$ cat src/rtl/pipe_collision_checker_pkg.sv
// Shared flappy-bird constants: FSM encodings, screen geometry and the pipe gap table.
package flappy_pkg;

  typedef enum logic [2:0] {
    ST_IDLE  = 3'b001,
    ST_ARMED = 3'b010,
    ST_HIT   = 3'b100
  } state_t;

  localparam int SCREEN_H   = 480;
  localparam int SCREEN_W   = 640;
  localparam int PIPE_COUNT = 5;

  // Element 0 is the rightmost entry: gap tops for pipes 0..4 are 120, 200, 80, 260, 160.
  localparam logic [4:0][9:0] GAP_TABLE = {10'd160, 10'd260, 10'd80, 10'd200, 10'd120};

  function automatic logic [9:0] gap_of(input logic [2:0] idx);
    case (idx)
      3'd0:    return GAP_TABLE[0];
      3'd1:    return GAP_TABLE[1];
      3'd2:    return GAP_TABLE[2];
      3'd3:    return GAP_TABLE[3];
      3'd4:    return GAP_TABLE[4];
      default: return '0;
    endcase
  endfunction

endpackage

$ cat src/rtl/pipe_collision_checker_gap_rom.sv
// Five-entry gap ROM with a registered address; indices 5..7 read as "no pipe".
module pipe_gap_rom
  import flappy_pkg::*;
(
  input  logic       clk,
  input  logic       reset,
  input  logic [2:0] addr,
  output logic [9:0] gap_top,
  output logic       valid
);

  logic [2:0] addr_q;

  // Reset parks on a no-pipe index so a flushed pipeline never loads a stale gap.
  always_ff @(posedge clk) begin
    if (reset) begin
      addr_q <= 3'd7;
    end else begin
      addr_q <= addr;
    end
  end

  assign valid   = (addr_q < 3'(PIPE_COUNT));
  assign gap_top = gap_of(addr_q);

endmodule

$ cat config.mk
export PLATFORM = sky130hd
export DESIGN_NAME = pipe_gap_rom
export DESIGN_NICKNAME = d
export VERILOG_FILES = /design/src/rtl/pipe_collision_checker_pkg.sv /design/src/rtl/pipe_collision_checker_gap_rom.sv
export SDC_FILE = /design/constraint.sdc
export NUM_CORES = 1
export LEC_CHECK = 0
export BUFFER_PORTS_ARGS = -buffer_cell sky130_fd_sc_hd__buf_4
export CORE_AREA = 2 2 39 41
export CTS_BUF_LIST = sky130_fd_sc_hd__clkbuf_2 sky130_fd_sc_hd__clkbuf_4 sky130_fd_sc_hd__clkbuf_8
export DETAILED_ROUTE_END_ITERATION = 8
export DIE_AREA = 0 0 41 43
export MAX_ROUTING_LAYER = met4
export RECOVER_POWER = 25
export SYNTH_ARGS = -nofsm -noshare
export SYNTH_HDL_FRONTEND = slang
export SYNTH_SLANG_ARGS = --single-unit
$ cat constraint.sdc
create_clock -name clk -period 1.2 [get_ports clk]
set_input_delay 0.06 -clock clk [delete_from_list [all_inputs] [get_ports clk]]
set_output_delay 0.06 -clock clk [all_outputs]
set_load 0.1 [all_outputs]
# ---- Yosys cells after proc, flatten, opt, wreduce, memory -nomap -nowiden
# Cells that the tools add are included.
dict set report classes {
  magnitude_cmp 1
  n_eq_ne 4
  mux 1
  reduce_logical 1
}
# op n
set op_table {}
lappend op_table {{9-bit one-hot mux with 5 select lines} 1}
lappend op_table {{3-bit by 2-bit equality test with 1-bit output (second input constant)} 2}
lappend op_table {{3-bit by 1-bit equality test with 1-bit output (second input constant)} 1}
lappend op_table {{3-bit equality test (second input constant)} 1}
lappend op_table {{3-bit zero test} 1}
lappend op_table {{3-bit < comparator (second input constant)} 1}
dict set report totals {
  reg_bits 3
  in_bits 5
  output_inout_bits 11
  elab_cells 8
}

# ---- Depth between registers and ports, before layout
dict set report depth {
  ltp_word 2
  mapped_depth 3
  ltp_nobuf 2
}

# ---- Least setup slack after synthesis
# No wires, ideal clock.
dict set report synth_timing {
  path_type {register to output}
  start {reg addr_q[0]}
  end {out valid}
  t_arrival_ns 2.469
  required_ns 1.140
  path_slack_ns -1.329
  path_stages_with_launch 2
  n_path_buf 0
  path_cell_list {dfxtp_1 > o21ai_0}
}
dict set report synth_via {
  elab_chain_len 1
}
# element line
set synth_rtl {}
lappend synth_rtl {{start, declared} pipe_collision_checker_gap_rom.sv:12} ;# logic [2:0] addr_q;
lappend synth_rtl {{start signal, assigned} pipe_collision_checker_gap_rom.sv:19} ;# addr_q <= addr;
lappend synth_rtl {{3-bit < comparator} pipe_collision_checker_gap_rom.sv:23} ;# assign valid = (addr_q < 3'(PIPE_COUNT));
lappend synth_rtl {{end, declared} pipe_collision_checker_gap_rom.sv:9} ;# output logic valid
# No other way between the ends.

# ---- Worst setup path after layout
dict set report layout_timing {
  start {reg addr_q[1]}
  end {out gap_top[2]}
}
dict set report layout_via {
  elab_chain_len 2
  elab_cells_between_ends 6
  classes_between {eq/ne (4); mux (1); reduce/logical (1)}
}
# element line
set layout_rtl {}
lappend layout_rtl {{3-bit equality test, or another cell as far along} pipe_collision_checker_pkg.sv:18} ;# case (idx)
lappend layout_rtl {{9-bit one-hot mux with 5 select lines (*)} pipe_collision_checker_pkg.sv:18}
lappend layout_rtl {{end, declared} pipe_collision_checker_gap_rom.sv:8} ;# output logic [9:0] gap_top,
# Mark *: on every way between the ends. The rest lies on a longest branch, timed or not.

==> run metrics <==
WL per Instance=6.56 um; Setup crit end kind=output port; Internal=0.000285 W; status=complete, no violations; ant diodes=0; initial antenna violation count=0; P_leak=0.140 nW; hold_buf cts=0; grt peak-use layer=met2; CTS max path bufs=2; Layout Nets=40; met2 Usage GRT=5.31%; drt drc=0; site row count=14; peak supply drop=466 uV; GR Util All Layers=4.83%; I/O pins=16; CTS sink count=3; drt pass-1 iters=1; largest net degree at the start of global routing=7; GPL Wtd Cong=0.453; warnings from Yosys=0; design area=319 sq um; layout cells sized above 1=85.3%; GRT overflow=0; sequential power share=24.1%; die area=1760 sq um; f_max=867 MHz; Data required, critical path=1.14 ns; met3 usage=4.71%; Critical Path AT=1.09 ns; switching share of total power=41.6%; Worst Setup Start Kind=flip-flop; Hold Crit Class=in -> reg; Top Registers=addr_q x3; Hold WS=0.0141 ns; antenna viol nets, final=0; synthesis-to-finish area growth=107%; clock tree from TritonCTS=done; Chip Width=41 um; Slew Limit Fails=0; post-synthesis register bit count=3; critical path launch point=addr_q[1]$_SDFF_PP1_; Synth Area per Inst=7.69 sq um; Yosys cell types=9; H-tree depth=1; Final Hold Vio Count=0; starting density of the core=11.1%; Clock Pin Slew Worst Setup and Hold Paths=0.04 ns; synthesized area=154 sq um; Root Buffer=clkbuf_4; Net Sw Power=0.000203 W; core area=1380 sq um; final setup vio count=0; Initial DRC Count=0; shortest period the worst path allows=1.15 ns; Num CTS Buffers=3; vias in the first global route=128; Routed WL=328 um; worst-path fanout max=6; Clk pwr share=40.5%; Worst Setup EP=gap_top[2]; die height=43 um; Vias/cell=3.16; critical path class=reg -> out; Post-DP Area=282 sq um; unrepaired setup endpoints after global routing=yes; GR met1 Demand/Resource=4.79%; first-pass GRT wire length=496 um; Largest Register=addr_q; max reg flops=3; Vias=158; Gate power share=35.3%; Final Cycle Share=96.1%; post-CTS setup buffers=0; Cells after Synth=20; Port-buffer cells=12; post-synthesis sequential area ratio=39.0%; PD cells=1530 nW/um^2; total of max-cap violations=0
==> synthesized netlist by cell type (all sizes together) <==
library cell / instances / area, sq um
nor2: 5 / 18.8
buf: 4 / 30.0
dfxtp: 3 / 60.1
or2: 3 / 18.8
a21oi: 1 / 5.00
conb: 1 / 3.75
nand2: 1 / 3.75
o21ai: 1 / 5.00
xnor2: 1 / 8.76
==> how the worst min path moves through the flow <==
stage	startpoint	endpoint	slack [ns]	cells past startpoint
after CTS	addr[2]	addr_q[2]$_SDFF_PP1_	0.005	2
final	addr[0]	addr_q[0]$_SDFF_PP1_	0.01	2
after global routing	addr[0]	addr_q[0]$_SDFF_PP1_	0.002	2
after floorplan	addr[0]	addr_q[0]$_SDFF_PP1_	0.16	1
after global placement	addr[2]	addr_q[2]$_SDFF_PP1_	0.25	2
after detailed placement	addr[2]	addr_q[2]$_SDFF_PP1_	0.25	2
==> cell usage in the layout, fill, tap and decap left out <==
cell      instances
buf_4             9
nor2_2            3
clkbuf_1          1
xnor2_1           1
buf_8             1
conb_1            3
dfxtp_4           3
o21ai_2           1
a21oi_2           1
clkbuf_4          5
nor2_4            2
or2_2             3
nand2_2           1
==> per-layer routing <==
metal	up-vias	share of wire, %
met4	0	0
met1	62	40
met3	0	17
met2	14	42
li1	82	-
met5	-	0
==> repair_timing <==
item	4_1_cts	5_1_grt
gates cloned	0	0
setup endpoints to repair	1	3
resized for setup	2	2
==> power groups by stage <==
stage | Clock, W | Combinational [W] | Sequential (W)
after global routing | 0.000222 | 0.000178 | 0.000119
after CTS | 0.000208 | 0.000173 | 0.000120
after global placement | 0 | 0.000171 | 0.000120
final | 0.000198 | 0.000172 | 0.000118
after floorplan | 0 | 0.000159 | 0.000118
after detailed placement | 0 | 0.000171 | 0.000121
==> cell type report <==
cell class              count  area, sq um
clock buffers               4         30.0
fillers                   155         1060
repair buffers             12         93.8
well taps                  16         20.0
multi-input cells          15          104
flip-flops and latches      3         71.3
==> per-stage QoR <==
step | setup WS [ns] | util (%) | setup TNS (ns) | power (W) | instances
floorplan | -0.120 | - | -0.450 | 0.000277 | 22
global placement | 0.0842 | 20.3 | 0 | 0.000291 | 46
detailed placement | 0.0693 | 20.3 | 0 | 0.000292 | 46
CTS | 0.0108 | 22.9 | 0 | 0.000500 | 50
global route | -0.0239 | 23.1 | -0.0445 | 0.000519 | 50
finish | 0.0469 | 23.1 | 0 | 0.000488 | 50
==> critical path, cell delays in order (launching register included) <==
cell	delay (ns)
dfxtp_4	0.40
nand2_2	0.07
nor2_4	0.10
buf_4	0.29
==> cell families after synthesis <==
| group | Yosys count | share of synthesized area [%] |
|---|---|---|
| simple gates | 9 | 26.8 |
| buf+inv | 4 | 19.5 |
| flops | 3 | 39.0 |
| compound gates | 2 | 6.50 |
| xor+xnor | 1 | 5.69 |
| other cells | 1 | 2.44 |
Note: power is estimated with default switching activity, not from simulation.
